--- config.mk ---
export PLATFORM = sky130hd
export DESIGN_NAME = controlador_busca_flat
export DESIGN_NICKNAME = d
export VERILOG_FILES = /design/src/rtl/controlador_busca_pkg.sv /design/src/rtl/controlador_busca_if.sv /design/src/rtl/controlador_busca_contador_pc.sv /design/src/rtl/controlador_busca.sv /design/src/flat_wrapper.sv
export SDC_FILE = /design/constraint.sdc
export NUM_CORES = 1
export LEC_CHECK = 0
export CORE_UTILIZATION = 46
export CTS_BUF_LIST = sky130_fd_sc_hd__clkbuf_2
export CTS_CLUSTER_DIAMETER = 200
export DETAILED_ROUTE_END_ITERATION = 8
export DONT_BUFFER_PORTS = 1
export GPL_ROUTABILITY_DRIVEN = 0
export PLACE_DENSITY_LB_ADDON = 0.1
export SLEW_MARGIN = 5
export SYNTH_ARGS = -nofsm -noshare
export SYNTH_HDL_FRONTEND = slang
export SYNTH_SLANG_ARGS = --single-unit
--- constraint.sdc ---
create_clock -name clk -period 2.15 [get_ports clk]
set_input_delay 0.5375 -clock clk [delete_from_list [all_inputs] [get_ports clk]]
set_output_delay 0.5375 -clock clk [all_outputs]
set_load 0.02 [all_outputs]
--- src/rtl/controlador_busca_pkg.sv ---
// controlador_busca_pkg
// Shared definitions for the instruction-fetch path: FSM state encoding,
// default bus widths and the jump-target range check. Also reused by the
// decoder and the CPU top so every block agrees on the encoding.
package controlador_busca_pkg;

  typedef logic [1:0] estado_t;

  localparam estado_t OCIOSO  = 2'd0;
  localparam estado_t BUSCA   = 2'd1;
  localparam estado_t ENTREGA = 2'd2;
  localparam estado_t PARADO  = 2'd3;

  localparam int LARGURA_END_PADRAO   = 8;
  localparam int LARGURA_INSTR_PADRAO = 8;

  // True when endereco lies inside the program window [inicio, fim].
  // Arguments are widened to 32 bits so a zero lower bound does not
  // collapse into a constant comparison.
  function automatic logic endereco_valido(input logic [31:0] endereco,
                                           input logic [31:0] inicio,
                                           input logic [31:0] fim);
    return (endereco >= inicio) && (endereco <= fim);
  endfunction

endpackage

--- src/rtl/controlador_busca_if.sv ---
// controlador_busca_if
// Bundles the fetch controller's command inputs, ROM bus and decoder
// handshake.
//   slave  : the fetch controller (drives ler_endereco, instrucao_out,
//            pc_out, instr_valida, ocupado, erro_salto)
//   master : the CPU/decoder/ROM side (drives iniciar, parar, salto_*,
//            instrucao_in, instr_pronta)
interface controlador_busca_if #(
  parameter int LARGURA_END   = 8,
  parameter int LARGURA_INSTR = 8
);
  logic                     iniciar;
  logic                     parar;
  logic                     salto_en;
  logic [LARGURA_END-1:0]   salto_endereco;
  logic [LARGURA_INSTR-1:0] instrucao_in;
  logic [LARGURA_END-1:0]   ler_endereco;
  logic [LARGURA_INSTR-1:0] instrucao_out;
  logic [LARGURA_END-1:0]   pc_out;
  logic                     instr_valida;
  logic                     instr_pronta;
  logic                     ocupado;
  logic                     erro_salto;

  modport slave (
    input  iniciar, parar, salto_en, salto_endereco, instrucao_in, instr_pronta,
    output ler_endereco, instrucao_out, pc_out, instr_valida, ocupado, erro_salto
  );

  modport master (
    output iniciar, parar, salto_en, salto_endereco, instrucao_in, instr_pronta,
    input  ler_endereco, instrucao_out, pc_out, instr_valida, ocupado, erro_salto
  );
endinterface

--- src/rtl/controlador_busca_contador_pc.sv ---
// contador_pc
// Program counter with asynchronous reset to END_INICIAL.
//   clk, reset      : clock / async active-high reset
//   carregar        : load endereco_carga (highest priority)
//   endereco_carga  : load value (jump target, already clamped by caller)
//   incrementar     : advance to prox(pc), wrapping END_FINAL -> END_INICIAL
//   pc              : current program counter
module contador_pc #(
  parameter int LARGURA_END = 8,
  parameter int END_INICIAL = 0,
  parameter int END_FINAL   = 31
) (
  input  logic                   clk,
  input  logic                   reset,
  input  logic                   carregar,
  input  logic [LARGURA_END-1:0] endereco_carga,
  input  logic                   incrementar,
  output logic [LARGURA_END-1:0] pc
);

  localparam logic [LARGURA_END-1:0] INICIO = LARGURA_END'(END_INICIAL);
  localparam logic [LARGURA_END-1:0] FIM    = LARGURA_END'(END_FINAL);

  logic [LARGURA_END-1:0] pc_reg;
  logic [LARGURA_END-1:0] prox;

  // Wrap happens on equality with FIM, so pc never steps past the window.
  assign prox = (pc_reg == FIM) ? INICIO : pc_reg + LARGURA_END'(1);

  always_ff @(posedge clk or posedge reset) begin
    if (reset) begin
      pc_reg <= INICIO;
    end else if (carregar) begin
      pc_reg <= endereco_carga;
    end else if (incrementar) begin
      pc_reg <= prox;
    end
  end

  assign pc = pc_reg;

endmodule

--- src/rtl/controlador_busca.sv ---
// controlador_busca
// Instruction-fetch sequencer. Drives the (combinational) ROM address from
// the PC, registers the returned instruction with its address and offers it
// to the decoder through a valid/ready handshake, one instruction per cycle
// when the decoder is always ready. Handles start, halt and jumps.
//   clk, reset : clock / async active-high reset
//   bus        : controlador_busca_if.slave (commands, ROM bus, decoder side)
module controlador_busca
  import controlador_busca_pkg::*;
#(
  parameter int LARGURA_END   = LARGURA_END_PADRAO,
  parameter int LARGURA_INSTR = LARGURA_INSTR_PADRAO,
  parameter int END_INICIAL   = 0,
  parameter int END_FINAL     = 31
) (
  input  logic               clk,
  input  logic               reset,
  controlador_busca_if.slave bus
);

  localparam logic [LARGURA_END-1:0] INICIO = LARGURA_END'(END_INICIAL);

  estado_t                  estado_reg, estado_next;
  logic                     valida_reg, valida_next;
  logic [LARGURA_INSTR-1:0] instr_reg, instr_next;
  logic [LARGURA_END-1:0]   pc_out_reg, pc_out_next;
  logic                     erro_reg, erro_next;
  logic                     ocupado_reg;

  logic                     pc_carregar;
  logic                     pc_incrementar;
  logic [LARGURA_END-1:0]   pc_carga;
  logic [LARGURA_END-1:0]   pc;
  logic                     salto_ok;

  contador_pc #(
    .LARGURA_END (LARGURA_END),
    .END_INICIAL (END_INICIAL),
    .END_FINAL   (END_FINAL)
  ) u_contador_pc (
    .clk            (clk),
    .reset          (reset),
    .carregar       (pc_carregar),
    .endereco_carga (pc_carga),
    .incrementar    (pc_incrementar),
    .pc             (pc)
  );

  assign salto_ok = endereco_valido(32'(bus.salto_endereco),
                                    32'(END_INICIAL), 32'(END_FINAL));

  always_comb begin
    estado_next    = estado_reg;
    valida_next    = valida_reg;
    instr_next     = instr_reg;
    pc_out_next    = pc_out_reg;
    erro_next      = 1'b0;
    pc_carregar    = 1'b0;
    pc_carga       = pc;
    pc_incrementar = 1'b0;

    case (estado_reg)
      OCIOSO: begin
        if (bus.iniciar) estado_next = BUSCA;
      end

      BUSCA, ENTREGA: begin
        if (bus.parar) begin
          // pc already points past the instruction in the output register,
          // so a handshake in this same cycle needs no extra pc update.
          valida_next = 1'b0;
          estado_next = PARADO;
        end else if (bus.salto_en) begin
          // Flush and refetch; an out-of-window target restarts the program.
          valida_next = 1'b0;
          estado_next = BUSCA;
          pc_carregar = 1'b1;
          if (salto_ok) begin
            pc_carga = bus.salto_endereco;
          end else begin
            pc_carga  = INICIO;
            erro_next = 1'b1;
          end
        end else if ((estado_reg == BUSCA) || bus.instr_pronta) begin
          // First fetch, or transfer with back-to-back refill.
          instr_next     = bus.instrucao_in;
          pc_out_next    = pc;
          valida_next    = 1'b1;
          pc_incrementar = 1'b1;
          estado_next    = ENTREGA;
        end
      end

      PARADO: begin
        valida_next = 1'b0;
        if (bus.iniciar) estado_next = BUSCA;
      end

      default: begin
        estado_next = OCIOSO;
        valida_next = 1'b0;
      end
    endcase
  end

  always_ff @(posedge clk or posedge reset) begin
    if (reset) begin
      estado_reg  <= OCIOSO;
      valida_reg  <= 1'b0;
      instr_reg   <= '0;
      pc_out_reg  <= '0;
      erro_reg    <= 1'b0;
      ocupado_reg <= 1'b0;
    end else begin
      estado_reg  <= estado_next;
      valida_reg  <= valida_next;
      instr_reg   <= instr_next;
      pc_out_reg  <= pc_out_next;
      erro_reg    <= erro_next;
      ocupado_reg <= (estado_next == BUSCA) || (estado_next == ENTREGA);
    end
  end

  assign bus.ler_endereco  = pc;
  assign bus.instrucao_out = instr_reg;
  assign bus.pc_out        = pc_out_reg;
  assign bus.instr_valida  = valida_reg;
  assign bus.ocupado       = ocupado_reg;
  assign bus.erro_salto    = erro_reg;

endmodule

--- src/flat_wrapper.sv ---
// flat-port wrapper written by rule: the top's interface ports become plain ports
module controlador_busca_flat import controlador_busca_pkg::*;
#(
  parameter int LARGURA_END   = LARGURA_END_PADRAO,
  parameter int LARGURA_INSTR = LARGURA_INSTR_PADRAO,
  parameter int END_INICIAL   = 0,
  parameter int END_FINAL     = 31
)
  (clk, reset, bus_iniciar, bus_parar, bus_salto_en, bus_salto_endereco, bus_instrucao_in, bus_instr_pronta, bus_ler_endereco, bus_instrucao_out, bus_pc_out, bus_instr_valida, bus_ocupado, bus_erro_salto);
  controlador_busca_if #(.LARGURA_END(LARGURA_END), .LARGURA_INSTR(LARGURA_INSTR)) bus_i ();
  input  logic clk;
  input  logic reset;
  input wire logic [$bits(bus_i.iniciar)-1:0] bus_iniciar;
  input wire logic [$bits(bus_i.parar)-1:0] bus_parar;
  input wire logic [$bits(bus_i.salto_en)-1:0] bus_salto_en;
  input wire logic [$bits(bus_i.salto_endereco)-1:0] bus_salto_endereco;
  input wire logic [$bits(bus_i.instrucao_in)-1:0] bus_instrucao_in;
  input wire logic [$bits(bus_i.instr_pronta)-1:0] bus_instr_pronta;
  output wire logic [$bits(bus_i.ler_endereco)-1:0] bus_ler_endereco;
  output wire logic [$bits(bus_i.instrucao_out)-1:0] bus_instrucao_out;
  output wire logic [$bits(bus_i.pc_out)-1:0] bus_pc_out;
  output wire logic [$bits(bus_i.instr_valida)-1:0] bus_instr_valida;
  output wire logic [$bits(bus_i.ocupado)-1:0] bus_ocupado;
  output wire logic [$bits(bus_i.erro_salto)-1:0] bus_erro_salto;
  assign bus_i.iniciar = bus_iniciar;
  assign bus_i.parar = bus_parar;
  assign bus_i.salto_en = bus_salto_en;
  assign bus_i.salto_endereco = bus_salto_endereco;
  assign bus_i.instrucao_in = bus_instrucao_in;
  assign bus_i.instr_pronta = bus_instr_pronta;
  assign bus_ler_endereco = bus_i.ler_endereco;
  assign bus_instrucao_out = bus_i.instrucao_out;
  assign bus_pc_out = bus_i.pc_out;
  assign bus_instr_valida = bus_i.instr_valida;
  assign bus_ocupado = bus_i.ocupado;
  assign bus_erro_salto = bus_i.erro_salto;
  controlador_busca #(.LARGURA_END(LARGURA_END), .LARGURA_INSTR(LARGURA_INSTR), .END_INICIAL(END_INICIAL), .END_FINAL(END_FINAL)) u_core (.clk(clk), .reset(reset), .bus(bus_i));
endmodule
==> metrics.txt <==
leakage=0.7274 nW; Max Cap Viol=0; CTS tree=done; share of cells above drive strength 1=29.55%; number of CTS-inserted buffers=5; period utilization=93.73%; Area Overhead vs Synth=11.52%; dpl hpwl=1934 um; vias in the first global route=1,016; #FFs+latches synth=29; antenna viol nets, final=0; syn_nets=141; Worst VDD drop=716.6 uV; 1st-iter DRT viols=34; failing checks=design-rule violations; setup ws final=0.1347 ns; root buffer cell=clkbuf_2; R2R setup slack=0.13 ns; clock slew at reported path FFs=0.17 ns; area taken by multi-input logic gates=611.8 um^2; clock sink count=29; later-pin clock latency in the skew report=0.36 ns; Pre-antenna DRT Iters=6; Avg Inst Size Synth=11.99 um^2; most frequent cells in the layout=dfrtp_1, mux2_2, buf_4; Critical Path End=u_core.u_contador_pc.pc[5]$_DFFE_PP0P_; most common cell after layout, fill and taps aside=dfrtp_1; post-layout minimum cycle time=2.015 ns; maximum clock insertion buffer count=2; Netlist cell types=36; Avg Vias per Cell=5.816; register area share after synthesis=52.63%; antenna violations before repair=0; GRT Overall Usage=18.89%; final WL=2623 um; worst slack, placed=0.1681 ns; DR vias=948; crit path kind=reg2reg; starting density of the core=49.15%; buffers added on ports=0; Final nets=157; pwr dens=1349 nW/um^2; routed len/inst=16.09 um; CP endpoint kind=flop; diode count=0; f_max=496.2 MHz; Max-slew headroom=66.42%; met1 usage=21.69%; reg2reg end=u_core.u_contador_pc.pc[5]$_DFFE_PP0P_; clk_skew=0.02573 ns; # setup viols final=0; met2 GRT Util=30.95%; FF-to-FF Start=u_core.estado_reg[0]$_DFF_PP0_; # fillers=267; CORE AREA=2805 um^2; post-synth top area cell=dfrtp_1; post-synth top area share=52.63%; TNS Setup=0 ns; Crit Path Max Fanout=8; Post-CTS Repair Setup Buffers=0; worst path required time=2.43 ns; FP Rows=19; gr ovfl total=0; global routing usage on met3=5.300%; YS warnings=0; run status=finished, violations left; Critical Path Start Type=flop; IO Count=49; die area=3221 um^2; Critical Path Source=u_core.estado_reg[0]$_DFF_PP0_; first-pass GRT wire length=4533 um; Mapped Area=1379 um^2; largest net degree at the start of global routing=30; Final Hold Viols=0; Max Slew Vio Count=0; largest cells by area after synthesis=dfrtp_1, mux2_2, ha_1; CTS resizes=0; DR DRC count=6; htree depth=2; Most Crowded Layer GR=met2; Reg2Reg Depth=6; Worst EP arrival=2.29 ns; DIE WIDTH=56.75 um; die height=56.75 um; worst-margin pin slew=0.4983 ns; Power, Total=2.074 mW; hold_buf cts=0; HP Class=in2async; register area=725.7 um^2; Post-Syn Instances=115; RSZ-0062 raised after global routing=no
[cells by family (layout without fill, tap and decap cells)]
| kind of cell | Yosys count | in the layout | share of synthesized area, % |
|---|---|---|---|
| AOI/OAI and AO/OA | 19 | 19 | 9.982 |
| and+or+nand+nor | 36 | 36 | 16.42 |
| adders and majority gates | 4 | 4 | 3.630 |
| buffers and inverters | 9 | 26 | 2.995 |
| DFF | 29 | 29 | 52.63 |
| xor gates and xnor gates | 2 | 2 | 1.271 |
| muxes | 16 | 16 | 13.07 |
[per-layer routing]
metal,up-vias,wire length (um)
met5,-,0
met4,0,46
met3,5,119
met2,25,1352
met1,466,1104
li1,452,-
[cells in the mapped netlist]
cell type,count
nor3b_1,1
a221o_1,1
nand3b_1,2
nor4b_1,1
nor3_1,5
o41ai_2,1
o311a_1,1
nor2b_1,2
o21ai_0,5
a21o_1,1
ha_1,4
a22o_1,1
mux2_2,16
o21ai_1,1
or4b_1,1
and2_1,1
nand3_1,3
and3_1,1
nor2_8,1
a222oi_1,1
dfrtp_1,29
o311ai_1,1
nor2_1,4
nand2_1,8
a2bb2oi_1,1
or3b_4,1
nor4_1,1
buf_4,2
xor2_1,2
inv_1,7
nor4b_2,1
or4_1,1
nand4b_1,1
o31ai_1,1
nand4_1,1
a21oi_1,4
[worst min-delay path by stage]
stage,from,end,slack [ns],depth (start not counted)
6_report,reset,u_core.u_contador_pc.pc[1]$_DFFE_PP0P_,0.11,2
5_1_grt,reset,u_core.bus.pc_out[1]$_DFFE_PP0P_,0.11,2
4_1_cts,reset,u_core.bus.instrucao_out[7]$_DFFE_PP0P_,0.12,2
3_5_place_dp,reset,u_core.bus.instrucao_out[6]$_DFFE_PP0P_,0.53,2
3_3_place_gp,reset,u_core.bus.instrucao_out[6]$_DFFE_PP0P_,0.52,2
2_1_floorplan,u_core.estado_reg[1]$_DFF_PP0_,u_core.estado_reg[1]$_DFF_PP0_,0.57,2
[where the power goes]
group	switching [mW]	leakage [nW]	internal (mW)
registers	0.313	0.367	0.741
clock network	0.186	0.0327	0.0816
logic	0.383	0.328	0.369
[critical path: stages (launching register included)]
cell and delay (ns):
dfrtp_1 0.44, inv_1 0.07, ha_1 0.29, or3b_4 0.44, nor2_8 0.18, or4b_1 0.45
o21ai_1 0.08
[cell type report]
type / instances / share of cell area, %
sequential: 29 / 47.19
timing repair buffer: 11 / 6.184
clock inverter: 2 / 0.6509
inverter: 7 / 1.709
clock buffer: 6 / 1.953
multi-input combinational: 77 / 39.79
tap: 31 / 2.522
[per-stage QoR]
step | cell area [um^2] | hold slack (ns) | cells | utilization [%]
final | 1538 | 0.1081 | 163 | 54.82
after global routing | 1538 | 0.1112 | 163 | 54.82
after CTS | 1538 | 0.1157 | 163 | 54.82
after detailed placement | 1498 | 0.5290 | 155 | 53.39
after global placement | 1498 | 0.5199 | 155 | 53.39
after floorplan | 1379 | 0.5717 | 115 | -
(Power assumes the default switching activity.)
